File: config.mk
export PLATFORM = sky130hd
export DESIGN_NAME = fifo_burst_writer
export DESIGN_NICKNAME = d
export VERILOG_FILES = /design/src/rtl/shared_pkg.sv /design/src/rtl/pattern_gen.sv /design/src/rtl/fifo_burst_writer.sv
export SDC_FILE = /design/constraint.sdc
export NUM_CORES = 1
export LEC_CHECK = 0
export ABC_AREA = 1
export BUFFER_PORTS_ARGS = -buffer_cell sky130_fd_sc_hd__buf_2
export CAP_MARGIN = 20
export CORE_MARGIN = 3
export CORE_UTILIZATION = 45
export DETAILED_ROUTE_END_ITERATION = 8
export PLACE_DENSITY_LB_ADDON = 0.05
export SETUP_SLACK_MARGIN = 0.15
export SLEW_MARGIN = 15
export SYNTH_ARGS = -nofsm -noshare
export SYNTH_HDL_FRONTEND = slang
export SYNTH_HIERARCHICAL = 1
export SYNTH_SLANG_ARGS = --single-unit
export TNS_END_PERCENT = 1
File: constraint.sdc
create_clock -name clk -period 5.4 [get_ports clk]
set_input_delay 0.27 -clock clk [delete_from_list [all_inputs] [get_ports clk]]
set_output_delay 0.27 -clock clk [all_outputs]
set_load 0.03 [all_outputs]
File: src/rtl/shared_pkg.sv
// rtl/shared_pkg.sv - shared constants and state encoding for the FIFO write-side producer
package shared_pkg;

    localparam int FIFO_WIDTH = 16;
    localparam logic [15:0] LFSR_TAPS = 16'hB400;
    localparam int DRAIN_TIMEOUT = 4;

    typedef enum logic [1:0] {
        IDLE,
        WRITE,
        DRAIN,
        DONE
    } writer_state_e;

endpackage

File: src/rtl/pattern_gen.sv
// rtl/pattern_gen.sv - pattern register, incrementing or Galois LFSR, mode latched on load
module pattern_gen #(
    parameter int WIDTH = shared_pkg::FIFO_WIDTH
) (
    input  logic             clk,
    input  logic             rst,
    input  logic             load,
    input  logic             advance,
    input  logic             mode,
    input  logic [WIDTH-1:0] seed,
    output logic [WIDTH-1:0] pattern
);
    import shared_pkg::*;

    localparam logic [WIDTH-1:0] TAPS = WIDTH'(LFSR_TAPS);

    logic             mode_q;
    logic [WIDTH-1:0] next_pattern;

    always_comb begin
        next_pattern = pattern + WIDTH'(1);
        if (mode_q) begin
            next_pattern = (pattern >> 1) ^ (pattern[0] ? TAPS : '0);
        end
    end

    always_ff @(posedge clk) begin
        if (rst) begin
            pattern <= '0;
            mode_q  <= 1'b0;
        end else if (load) begin
            mode_q <= mode;
            // an all-zero LFSR state would lock up, so it is replaced by 1
            pattern <= (mode && seed == '0) ? WIDTH'(1) : seed;
        end else if (advance) begin
            pattern <= next_pattern;
        end
    end

endmodule

File: src/rtl/fifo_burst_writer.sv
// rtl/fifo_burst_writer.sv - burst producer for the sync FIFO write port; FIFO_WR_THROTTLE_EN stops at almostfull
module fifo_burst_writer #(
    parameter int FIFO_WIDTH = shared_pkg::FIFO_WIDTH,
    parameter int LEN_W      = 8
) (
    input  logic                  clk,
    input  logic                  rst,
    input  logic                  start,
    input  logic [LEN_W-1:0]      burst_len,
    input  logic [FIFO_WIDTH-1:0] seed,
    input  logic                  mode,
    input  logic                  full,
    input  logic                  almostfull,
    input  logic                  wr_ack,
    input  logic                  overflow,
    output logic                  wr_en,
    output logic [FIFO_WIDTH-1:0] data_in,
    output logic                  busy,
    output logic                  done,
    output logic [LEN_W-1:0]      words_sent,
    output logic [LEN_W-1:0]      ack_count,
    output logic                  err_overflow,
    output logic                  err_ack_mismatch
);
    import shared_pkg::*;

    writer_state_e    state_q, state_d;
    logic [LEN_W-1:0] remaining;
    logic [LEN_W-1:0] ack_next;
    logic [2:0]       drain_cnt;
    logic             load;

    assign busy     = (state_q == WRITE) || (state_q == DRAIN);
    assign done     = (state_q == DONE);
    // count the ack arriving this cycle so a clean burst leaves DRAIN immediately
    assign ack_next = ack_count + LEN_W'(wr_ack && busy);

    always_comb begin
        state_d = state_q;
        wr_en   = 1'b0;
        load    = 1'b0;
        case (state_q)
            IDLE: begin
                if (start) begin
                    load    = (burst_len != '0);
                    state_d = (burst_len != '0) ? WRITE : DONE;
                end
            end
            WRITE: begin
`ifdef FIFO_WR_THROTTLE_EN
                wr_en = !full && !almostfull;
`else
                wr_en = !full;
`endif
                if (wr_en && remaining == LEN_W'(1)) begin
                    state_d = DRAIN;
                end
            end
            DRAIN: begin
                if (ack_next == words_sent || drain_cnt == 3'(DRAIN_TIMEOUT - 1)) begin
                    state_d = DONE;
                end
            end
            DONE:    state_d = IDLE;
            default: state_d = IDLE;
        endcase
    end

    always_ff @(posedge clk) begin
        if (rst) begin
            state_q          <= IDLE;
            remaining        <= '0;
            words_sent       <= '0;
            ack_count        <= '0;
            err_overflow     <= 1'b0;
            err_ack_mismatch <= 1'b0;
            drain_cnt        <= '0;
        end else begin
            state_q   <= state_d;
            drain_cnt <= (state_q == DRAIN) ? drain_cnt + 3'd1 : 3'd0;
            if (load) begin
                remaining        <= burst_len;
                words_sent       <= '0;
                ack_count        <= '0;
                err_overflow     <= 1'b0;
                err_ack_mismatch <= 1'b0;
            end else begin
                if (wr_en) begin
                    remaining  <= remaining - LEN_W'(1);
                    words_sent <= words_sent + LEN_W'(1);
                end
                if (busy && wr_ack) begin
                    ack_count <= ack_count + LEN_W'(1);
                end
                if (busy && overflow) begin
                    err_overflow <= 1'b1;
                end
                if (state_q == DRAIN && state_d == DONE && ack_next != words_sent) begin
                    err_ack_mismatch <= 1'b1;
                end
            end
        end
    end

    pattern_gen #(
        .WIDTH(FIFO_WIDTH)
    ) u_pattern_gen (
        .clk    (clk),
        .rst    (rst),
        .load   (load),
        .advance(wr_en),
        .mode   (mode),
        .seed   (seed),
        .pattern(data_in)
    );

endmodule

==> results.sh, run 1 <==
export IMPL_portBuffers=67
export IMPL_drive_above_1_share_pct=17.7
export IMPL_hp_class="input port to flop"
export IMPL_yosysWarningCount=6
export IMPL_syn_area_per_cell_um2=6.35
export IMPL_max_freq_mhz=384
export IMPL_cts_buffers=5
export IMPL_clock_latency_ns=0.31
export IMPL_finalSetupTns_ns=0
export IMPL_viasPerCell=5.04
export IMPL_placed_area_um2=3640
export IMPL_p_per_area_nw_per_um2=452
export IMPL_path_cells="inv_1 -> ha_1 -> nand2_1 -> inv_1 -> ha_1 -> ha_1 -> inv_1 -> nand2_1 -> nand2_1 -> nor2_1 -> nand3_1 -> nor2_1 -> nand3_1 -> nand2_1 -> nand2_1 -> nand2_2 -> nand3_2 -> a21oi_2"
export IMPL_slowest_stage="dfxtp_1"
export IMPL_clockBufferDepth=2
export IMPL_synth_nets=557
export IMPL_drt_iter0_drc=175
export IMPL_regArea_um2=961
export IMPL_yosysUniqueCellTypes=38
export IMPL_path_clk_slew_ns=0.10
export IMPL_status="complete, no violations"
export IMPL_rsz0062_at_grt="no"
export IMPL_maxCapViolCount=0
export IMPL_cts_tree="built"
export IMPL_io_pins=69
export IMPL_route_met3_wl_um=421
export IMPL_wl_per_cell_um=12.4
export IMPL_slowest_delay_ns=0.45
export IMPL_final_hold_viol_count=0
export IMPL_cp_num_cells=18
export IMPL_overflow=0
export IMPL_dr_total_vias=3384
export IMPL_hpwl_um=6160
export IMPL_diodes=0
export IMPL_grt_max_degree=40
export IMPL_endpoint_kind="flop"
export IMPL_crit_fanout=7
export IMPL_fin_nets=621
export IMPL_post_cts_hold_buffer_count=0
export IMPL_wl_met2_um=3840
export IMPL_post_cts_resized=0
export IMPL_hold_path_depth=3
export IMPL_fin_crit_sh_pct=48.2
export IMPL_design_area_um2=3760
export IMPL_rr_endpoint="err_ack_mismatch"
export IMPL_synthFlopType="dfxtp_1"
export IMPL_cp_endpoint="err_ack_mismatch"
export IMPL_chipHeight_um=90.9
export IMPL_setup_viol_count_final=0
export IMPL_multiInputGateArea_um2=1940
export IMPL_worstSetupPathType="flop to flop"
export IMPL_final_util_pct=54.4
export IMPL_startpoint="state_q[0]"
export IMPL_worstReg2RegStart="state_q[0]"
export IMPL_grt_pass1_wl_um=14300
export IMPL_synth_seq_cells=48
export IMPL_startpoint_type="flop"
export IMPL_nFillCells=746
export IMPL_antenna_found_initial=0
export IMPL_htreeDepth=2
export IMPL_core_area_um2=6910
export IMPL_die_area_um2=8270
export IMPL_clockRootBuffer="clkbuf_8"
export IMPL_fin_crit_ns=2.60
export IMPL_crit_buf_inv=3
export IMPL_peakVddDrop_mv=0.254
export IMPL_drc=0
export IMPL_mostFrequentLayoutCell="nand2_1"
export IMPL_synth_area_um2=3250
export IMPL_topRoutingLayerUsed="met4"
export IMPL_track_usage_pct=20.6
export IMPL_clkSinkCount=48
export IMPL_rows=30
export IMPL_r2r_setup_slack_ns=2.80
export IMPL_mostFrequentLayoutCells="nand2_1, nor2_1, inv_1, buf_2, dfxtp_1"
export IMPL_p_leak_nw=1.78
export IMPL_drv_slew=0
export IMPL_netlist_instances=511
export IMPL_postRouteAntennaNets=0
export IMPL_grt_pass1_vias=3182
export IMPL_rr_worst_depth=18
export IMPL_worst_slew_pin_slew_ns=0.616
export IMPL_cp_top_family="adder cells"
export IMPL_syn_to_final_growth_pct=15.7
export IMPL_chipWidth_um=90.9
export IMPL_drt_first_pass_iters=4
export IMPL_slew_headroom_pct=58.8
export IMPL_postCtsSetupBuffers=0
export IMPL_finClkSkew_ns=0.0165
export IMPL_worstPathArrival_ns=2.84
export IMPL_gp_routability_congestion=0.835
export IMPL_ys_seq_area_share_pct=29.6
export IMPL_async_flop_share_pct=0
export IMPL_crit_required_ns=5.64
export IMPL_synth_edf_count=0
export IMPL_initial_core_util_pct=47.0
export IMPL_postRouteWirelength_um=8320
export IMPL_drt_met1_wl_um=3930
export IMPL_crit_top_cell="nand2_1"
## sequential cells by signal (all words and copies together), names as in the netlist
register               count
err_overflow               1
drain_cnt                  3
words_sent                 8
ack_count                  8
u_pattern_gen/pattern     16
state_q                    2
u_pattern_gen/mode_q       1
err_ack_mismatch           1
remaining                  8
## tightest hold or removal path: cells and delay by family
kind | cells | cell delay, ns
AND/OR/NAND/NOR | 1 | 0.08
buffers and inverters | 1 | 0.07
AO/OA/AOI/OAI | 1 | 0.05
## cells by family after synthesis
logic type	count (synthesis)	synth area share (%)
compound gates	98	16.3
simple gates	248	33.2
xor+xnor	17	4.59
flops	48	29.6
buf+inv	86	10.9
fa+ha+maj	14	5.40
## routing by layer
metal,global-route usage [%],up-vias
met3,3.31,13
met4,6.91,0
li1,-,1777
met5,0,-
met1,26.5,1515
met2,34.8,79
## cell usage after synthesis (2+ instances only)
| cell type | n | area, um2 |
|---|---|---|
| nor3b_1 | 3 | 22.5 |
| nand2_2 | 6 | 37.5 |
| nor4_1 | 2 | 12.5 |
| nand3_1 | 29 | 145 |
| inv_1 | 67 | 251 |
| o22ai_1 | 2 | 12.5 |
| dfxtp_1 | 48 | 961 |
| nand4_1 | 5 | 31.3 |
| a21oi_1 | 44 | 220 |
| a21oi_2 | 3 | 26.3 |
| nor2_1 | 71 | 267 |
| xor2_1 | 14 | 123 |
| a31oi_1 | 3 | 18.8 |
| o211ai_1 | 4 | 30.0 |
| buf_2 | 6 | 30.0 |
| clkinv_1 | 2 | 7.51 |
| ha_1 | 14 | 175 |
| nand2_1 | 112 | 420 |
| o21ai_1 | 9 | 45.0 |
| a211oi_1 | 2 | 15.0 |
| nand3_2 | 4 | 40.0 |
| xnor2_1 | 3 | 26.3 |
| inv_2 | 5 | 18.8 |
| nor2_2 | 4 | 25.0 |
| o21ai_0 | 29 | 145 |
| nor3_1 | 8 | 40.0 |
## stage by stage
step / hold WS [ns] / power [mW] / setup WS [ns] / cells
global route: 0.216 / 1.85 / 2.56 / 672
CTS: 0.182 / 1.71 / 2.79 / 672
detailed placement: 0.419 / 1.43 / 2.81 / 664
floorplan: 0.342 / 1.22 / 2.94 / 511
global placement: 0.409 / 1.42 / 2.84 / 664
finish: 0.195 / 1.70 / 2.80 / 672
## worst min-delay path by stage
stage                             from           end  slack [ns]
after floorplan                    rst    state_q[0]        0.34
after global placement    drain_cnt[0]  drain_cnt[0]        0.41
after detailed placement  drain_cnt[0]  drain_cnt[0]        0.42
after CTS                     overflow  err_overflow        0.18
after global routing          overflow  err_overflow        0.22
final                         overflow  err_overflow        0.19
## area by class of cell
class	instances	share of cell area [%]
Tap cell	96	3.20
Sequential cell	48	25.6
Multi-Input combinational cell	377	51.5
Timing Repair Buffer	69	9.33
Inverter	74	7.40
Clock buffer	5	1.83
Clock inverter	3	1.13
## power breakdown
group	total, mW	switching, mW	internal (mW)
clock	0.268	0.131	0.137
combinational	0.860	0.576	0.283
sequential	0.570	0.131	0.440
total	1.70	0.838	0.860
(Power assumes the default switching activity.)
==> inputs of run 2 (changes only) <==
==> constraint.sdc (replaced) <==
create_clock -name clk -period 2.4 [get_ports clk]
set_input_delay 0.12 -clock clk [delete_from_list [all_inputs] [get_ports clk]]
set_output_delay 0.12 -clock clk [all_outputs]
set_load 0.03 [all_outputs]
==> run 2 against run 1 <==
Non-clock buffer count rose by 10. Clock skew shrank 0.0080 ns. Sequential share of layout area decreased by 0.85 points. Final cell count up 1.5%. First-iteration DRC count is 18% lower. Largest cell class unchanged. Largest power group unchanged. Count of clock-buffer cells in the layout is 1 higher. Highest routed layer unchanged. Critical endpoint unchanged. Critical path depth stayed put. Flip-flop and latch count unchanged.
==> results.sh, run 2 (synthesis results as in run 1) <==
export IMPL_clock_latency_ns=0.30
export IMPL_initial_core_util_pct=47.0
export IMPL_portBuffers=67
export IMPL_antenna_found_initial=0
export IMPL_drt_first_pass_iters=4
export IMPL_wl_per_cell_um=12.3
export IMPL_worstSetupPathType="flop to flop"
export IMPL_startpoint_type="flop"
export IMPL_crit_fanout=3
export IMPL_htreeDepth=2
export IMPL_fin_nets=631
export IMPL_grt_max_degree=33
export IMPL_startpoint="state_q[1]"
export IMPL_final_hold_viol_count=0
export IMPL_gp_routability_congestion=0.857
export IMPL_chipWidth_um=90.9
export IMPL_multiInputGateArea_um2=1980
export IMPL_nFillCells=736
export IMPL_mostFrequentLayoutCell="nand2_1"
export IMPL_max_freq_mhz=472
export IMPL_core_area_um2=6910
export IMPL_clockBufferDepth=2
export IMPL_max_flop_register="u_pattern_gen/pattern"
export IMPL_worstPathArrival_ns=2.35
export IMPL_r2r_setup_slack_ns=0.28
export IMPL_regArea_um2=963
export IMPL_design_area_um2=3890
export IMPL_finalSetupTns_ns=0
export IMPL_slowest_delay_ns=0.36
export IMPL_p_per_area_nw_per_um2=1030
export IMPL_cts_tree="built"
export IMPL_overflow=0
export IMPL_grt_pass1_vias=3078
export IMPL_setup_viol_count_final=0
export IMPL_rsz0062_at_grt="yes"
export IMPL_largest_reg_flops=16
export IMPL_drt_iter0_drc=144
export IMPL_hp_class="input port to flop"
export IMPL_postRouteWirelength_um=8370
export IMPL_slew_headroom_pct=63.5
export IMPL_finalWorstSetupSlack_ns=0.279
export IMPL_rr_endpoint="err_ack_mismatch"
export IMPL_die_area_um2=8270
export IMPL_drive_above_1_share_pct=20.8
export IMPL_cts_buffers=5
export IMPL_hpwl_um=6220
export IMPL_placed_area_um2=3720
export IMPL_drc=0
export IMPL_postRouteAntennaNets=0
export IMPL_diodes=0
export IMPL_fin_crit_ns=2.12
export IMPL_io_pins=69
export IMPL_crit_required_ns=2.63
export IMPL_finClkSkew_ns=0.00850
export IMPL_mostFrequentLayoutCells="nand2_1, nor2_1, buf_2, inv_1, dfxtp_1"
export IMPL_worstReg2RegStart="state_q[1]"
export IMPL_dr_total_vias=3461
export IMPL_viasPerCell=5.07
export IMPL_fin_crit_sh_pct=88.4
export IMPL_clockRootBuffer="clkbuf_8"
export IMPL_chipHeight_um=90.9
export IMPL_peakVddDrop_mv=0.610
export IMPL_grt_pass1_wl_um=13900
export IMPL_post_cts_hold_buffer_count=0
export IMPL_rr_worst_depth=18
export IMPL_pre_cts_slack_ns=0.138
export IMPL_syn_to_final_growth_pct=20.0
export IMPL_p_leak_nw=1.84
export IMPL_endpoint_kind="flop"
export IMPL_slowest_stage="dfxtp_2"
export IMPL_maxCapViolCount=0
export IMPL_rows=30
export IMPL_track_usage_pct=20.0
export IMPL_path_cells="inv_4 -> ha_4 -> nand2_4 -> inv_4 -> ha_4 -> ha_4 -> inv_2 -> nand2_2 -> nand2_1 -> nor2_1 -> nand3_1 -> nor2_1 -> nand3_1 -> nand2_1 -> nand2_1 -> nand2_2 -> nand3_2 -> a21oi_2"
export IMPL_worst_slew_pin_slew_ns=0.548
export IMPL_drv_slew=0
export IMPL_cp_endpoint="err_ack_mismatch"
export IMPL_status="complete, no violations"
export IMPL_path_clk_slew_ns=0.08
export IMPL_clkSinkCount=48
==> run 2: how the worst min path moves through the flow <==
stage | slack [ns] | end | startpoint | depth (start not counted)
after floorplan | 0.18 | state_q[0] | rst | 1
after global placement | 0.36 | err_overflow | overflow | 3
after detailed placement | 0.37 | err_overflow | overflow | 3
after CTS | 0.05 | err_overflow | overflow | 3
after global routing | 0.10 | err_overflow | overflow | 3
final | 0.06 | err_overflow | overflow | 3
==> run 2: metrics by stage <==
step / utilization, % / power (mW) / instances / hold slack [ns]
2_1_floorplan: - / 2.79 / 511 / 0.184
3_3_place_gp: 53.9 / 3.30 / 671 / 0.359
3_5_place_dp: 53.9 / 3.32 / 671 / 0.370
4_1_cts: 55.5 / 3.93 / 679 / 0.0528
5_1_grt: 56.4 / 4.34 / 682 / 0.103
6_report: 56.4 / 3.99 / 682 / 0.0598
==> run 2: report_power, final <==
part | switching [mW] | internal, mW | leakage, nW
Sequential | 0.257 | 0.993 | 0.393
Combinational | 1.38 | 0.774 | 1.39
Clock | 0.279 | 0.310 | 0.0552
Total | 1.92 | 2.08 | 1.84
==> run 2: timing repair <==
item	in CTS	in global routing
gates resized for setup	2	10
setup endpoints to repair	2	2
buffers inserted	0	3
pin swaps	0	10
==> run 2: cell type report <==
cell class | instances | share of cell area [%]
clock buffer | 6 | 1.86
clock inverter | 2 | 0.899
inverter | 74 | 7.26
multi-input combinational | 377 | 50.9
sequential | 48 | 24.7
tap | 96 | 3.08
timing repair buffer | 79 | 11.2
==> run 2: metal layers <==
| layer | vias up | part of all wire (%) | track usage (%) |
|---|---|---|---|
| li1 | 1797 | - | - |
| met2 | 96 | 47 | 33.6 |
| met3 | 4 | 5.3 | 3.40 |
| met1 | 1564 | 47 | 26.6 |
| met5 | - | 0 | 0 |
| met4 | 0 | 0.56 | 4.65 |
==> run 2: worst max-delay path: cells and delay by family, from the launching register on <==
kind	cells	cell delay [ns]
DFF	1	0.36
AOI/OAI and AO/OA	1	0.12
and+or+nand+nor	11	0.81
adders and majority gates	3	0.67
buffers and inverters	3	0.12
==> inputs of run 3 (changes only) <==
--- a/config.mk
+++ b/config.mk
@@ -11,9 +11,8 @@
 export CORE_MARGIN = 3
 export CORE_UTILIZATION = 45
 export DETAILED_ROUTE_END_ITERATION = 8
-export PLACE_DENSITY_LB_ADDON = 0.05
+export PLACE_DENSITY = 0.68
 export SETUP_SLACK_MARGIN = 0.15
-export SLEW_MARGIN = 15
 export SYNTH_ARGS = -nofsm -noshare
 export SYNTH_HDL_FRONTEND = slang
 export SYNTH_HIERARCHICAL = 1
==> constraint.sdc (replaced) <==
create_clock -name clk -period 2.1 [get_ports clk]
set_input_delay 0.105 -clock clk [delete_from_list [all_inputs] [get_ports clk]]
set_output_delay 0.105 -clock clk [all_outputs]
set_load 0.03 [all_outputs]
==> run 3 against run 2 <==
The flow now finishes with violations (setup timing). Critical path type unchanged. Clock power is 12% higher. Sequential share of layout area fell by 0.12 points. Worst setup slack lost 0.30 ns. Routed wire length up 1.8%. Critical path depth unchanged. Die area unchanged. Via count grew 0.78%. Utilization rose by 0.42 points. Critical endpoint unchanged. Combinational power grew 14%.
==> results.sh, run 3 (synthesis results as in run 1) <==
export IMPL_drive_above_1_share_pct=21.6
export IMPL_rr_endpoint="err_ack_mismatch"
export IMPL_mostFrequentLayoutCells="nand2_1, nor2_1, buf_2, inv_1, dfxtp_1"
export IMPL_worstPathArrival_ns=2.38
export IMPL_worstReg2RegStart="state_q[0]"
export IMPL_io_pins=69
export IMPL_maxCapViolCount=0
export IMPL_htreeDepth=2
export IMPL_clkSinkCount=48
export IMPL_p_per_area_nw_per_um2=1160
export IMPL_diodes=0
export IMPL_die_area_um2=8270
export IMPL_gp_routability_congestion=0.946
export IMPL_hp_class="input port to flop"
export IMPL_chipHeight_um=90.9
export IMPL_status="complete, but fails checks"
export IMPL_cts_tree="built"
export IMPL_path_cells="inv_2 -> ha_4 -> nand2_4 -> inv_4 -> ha_4 -> ha_4 -> inv_1 -> nand2_1 -> nand2_1 -> nor2_1 -> nand3_1 -> nor2_1 -> nand3_1 -> nand2_1 -> nand2_1 -> nand2_2 -> nand3_2 -> a21oi_2"
export IMPL_finalSetupTns_ns=-0.0203
export IMPL_crit_fanout=3
export IMPL_antenna_found_initial=0
export IMPL_final_hold_viol_count=0
export IMPL_slowest_delay_ns=0.36
export IMPL_grt_max_degree=20
export IMPL_drt_first_pass_iters=4
export IMPL_violations="setup timing"
export IMPL_syn_to_final_growth_pct=20.8
export IMPL_post_cts_hold_buffer_count=0
export IMPL_max_flop_register="u_pattern_gen/pattern"
export IMPL_min_from="overflow"
export IMPL_grt_pass1_wl_um=14400
export IMPL_fin_crit_ns=2.12
export IMPL_crit_required_ns=2.36
export IMPL_hpwl_um=6490
export IMPL_clockBufferDepth=2
export IMPL_dr_total_vias=3488
export IMPL_setup_viol_count_final=1
export IMPL_postRouteWirelength_um=8520
export IMPL_drv_slew=0
export IMPL_peakVddDrop_mv=0.539
export IMPL_portBuffers=67
export IMPL_worst_slew_pin_slew_ns=0.457
export IMPL_grt_pass1_vias=3107
export IMPL_cts_buffers=5
export IMPL_viasPerCell=5.09
export IMPL_finClkSkew_ns=0.00880
export IMPL_largest_reg_flops=16
export IMPL_initial_core_util_pct=47.0
export IMPL_r2r_setup_slack_ns=-0.02
export IMPL_rows=30
export IMPL_startpoint_type="flop"
export IMPL_clock_latency_ns=0.31
export IMPL_overflow=0
export IMPL_crit_top_cell="nand2_1"
export IMPL_place_inst=677
export IMPL_path_clk_slew_ns=0.10
export IMPL_final_cells=685
export IMPL_endpoint_kind="flop"
export IMPL_rsz0062_at_grt="yes"
export IMPL_cp_top_family="simple AND/OR/NAND/NOR gates"
export IMPL_p_leak_nw=1.86
export IMPL_startpoint="state_q[0]"
export IMPL_slew_headroom_pct=69.5
export IMPL_worstSetupPathType="flop to flop"
export IMPL_slowest_stage="dfxtp_4"
export IMPL_crit_buf_inv=3
export IMPL_hold_path_depth=3
export IMPL_track_usage_pct=20.7
export IMPL_max_freq_mhz=472
export IMPL_chipWidth_um=90.9
export IMPL_fin_crit_sh_pct=101
export IMPL_clockRootBuffer="clkbuf_8"
export IMPL_fin_nets=634
export IMPL_drt_iter0_drc=210
export IMPL_core_area_um2=6910
export IMPL_rr_worst_depth=18
export IMPL_mostFrequentLayoutCell="nand2_1"
export IMPL_pre_cts_slack_ns=0.0220
export IMPL_min_to="err_overflow"
export IMPL_drc=0
export IMPL_postRouteAntennaNets=0
export IMPL_finalWorstSetupSlack_ns=-0.0203
export IMPL_wl_per_cell_um=12.4
[run 3: cell type report]
| class | count | area [um2] |
|---|---|---|
| well taps | 96 | 120 |
| multi-input cells | 377 | 2000 |
| inverters | 74 | 280 |
| flip-flops and latches | 48 | 966 |
| repair buffers | 82 | 448 |
| fillers | 749 | 2980 |
| clock buffers | 6 | 93.8 |
| clock inverters | 2 | 16.3 |
[run 3: timing repair]
action	CTS	global route
buffers inserted	0	0
gates resized for setup	0	6
setup endpoints to repair	5	20
[run 3: worst min-delay path, cell delays in order]
cell and delay, ns:
buf_2 0.08, a21oi_1 0.05, nor2_1 0.08
[run 3: how the worst max path moves through the flow]
| stage | end | slack (ns) | cells after the start |
|---|---|---|---|
| CTS | err_ack_mismatch | 0.01 | 18 |
| global route | err_ack_mismatch | -0.23 | 18 |
| detailed placement | err_ack_mismatch | 0.02 | 18 |
| floorplan | err_ack_mismatch | 0.06 | 18 |
| finish | err_ack_mismatch | -0.02 | 18 |
| global placement | err_ack_mismatch | 0.08 | 18 |
[run 3: power breakdown]
part	switching, mW	total [mW]	leakage, nW	internal [mW]
Combinational	1.57	2.45	1.42	0.880
Sequential	0.310	1.45	0.394	1.14
Clock	0.347	0.659	0.0530	0.312
Total	2.23	4.56	1.86	2.33
[run 3: layer usage]
metal | vias up | GRT usage (%) | routed length, um
met5 | - | 0 | 0
met4 | 0 | 4.52 | 56
met3 | 5 | 2.90 | 477
met2 | 105 | 34.9 | 3960
met1 | 1579 | 28.1 | 4020
li1 | 1799 | - | -
[run 3: per-stage QoR]
| step | utilization (%) | total power, mW | hold WS, ns | area [um2] |
|---|---|---|---|---|
| after floorplan | - | 3.23 | 0.167 | 3300 |
| after global placement | 54.9 | 3.85 | 0.350 | 3790 |
| after detailed placement | 54.9 | 3.89 | 0.367 | 3790 |
| after CTS | 56.5 | 4.56 | 0.0355 | 3910 |
| after global routing | 56.8 | 4.96 | 0.0680 | 3920 |
| final | 56.8 | 4.56 | 0.0412 | 3920 |
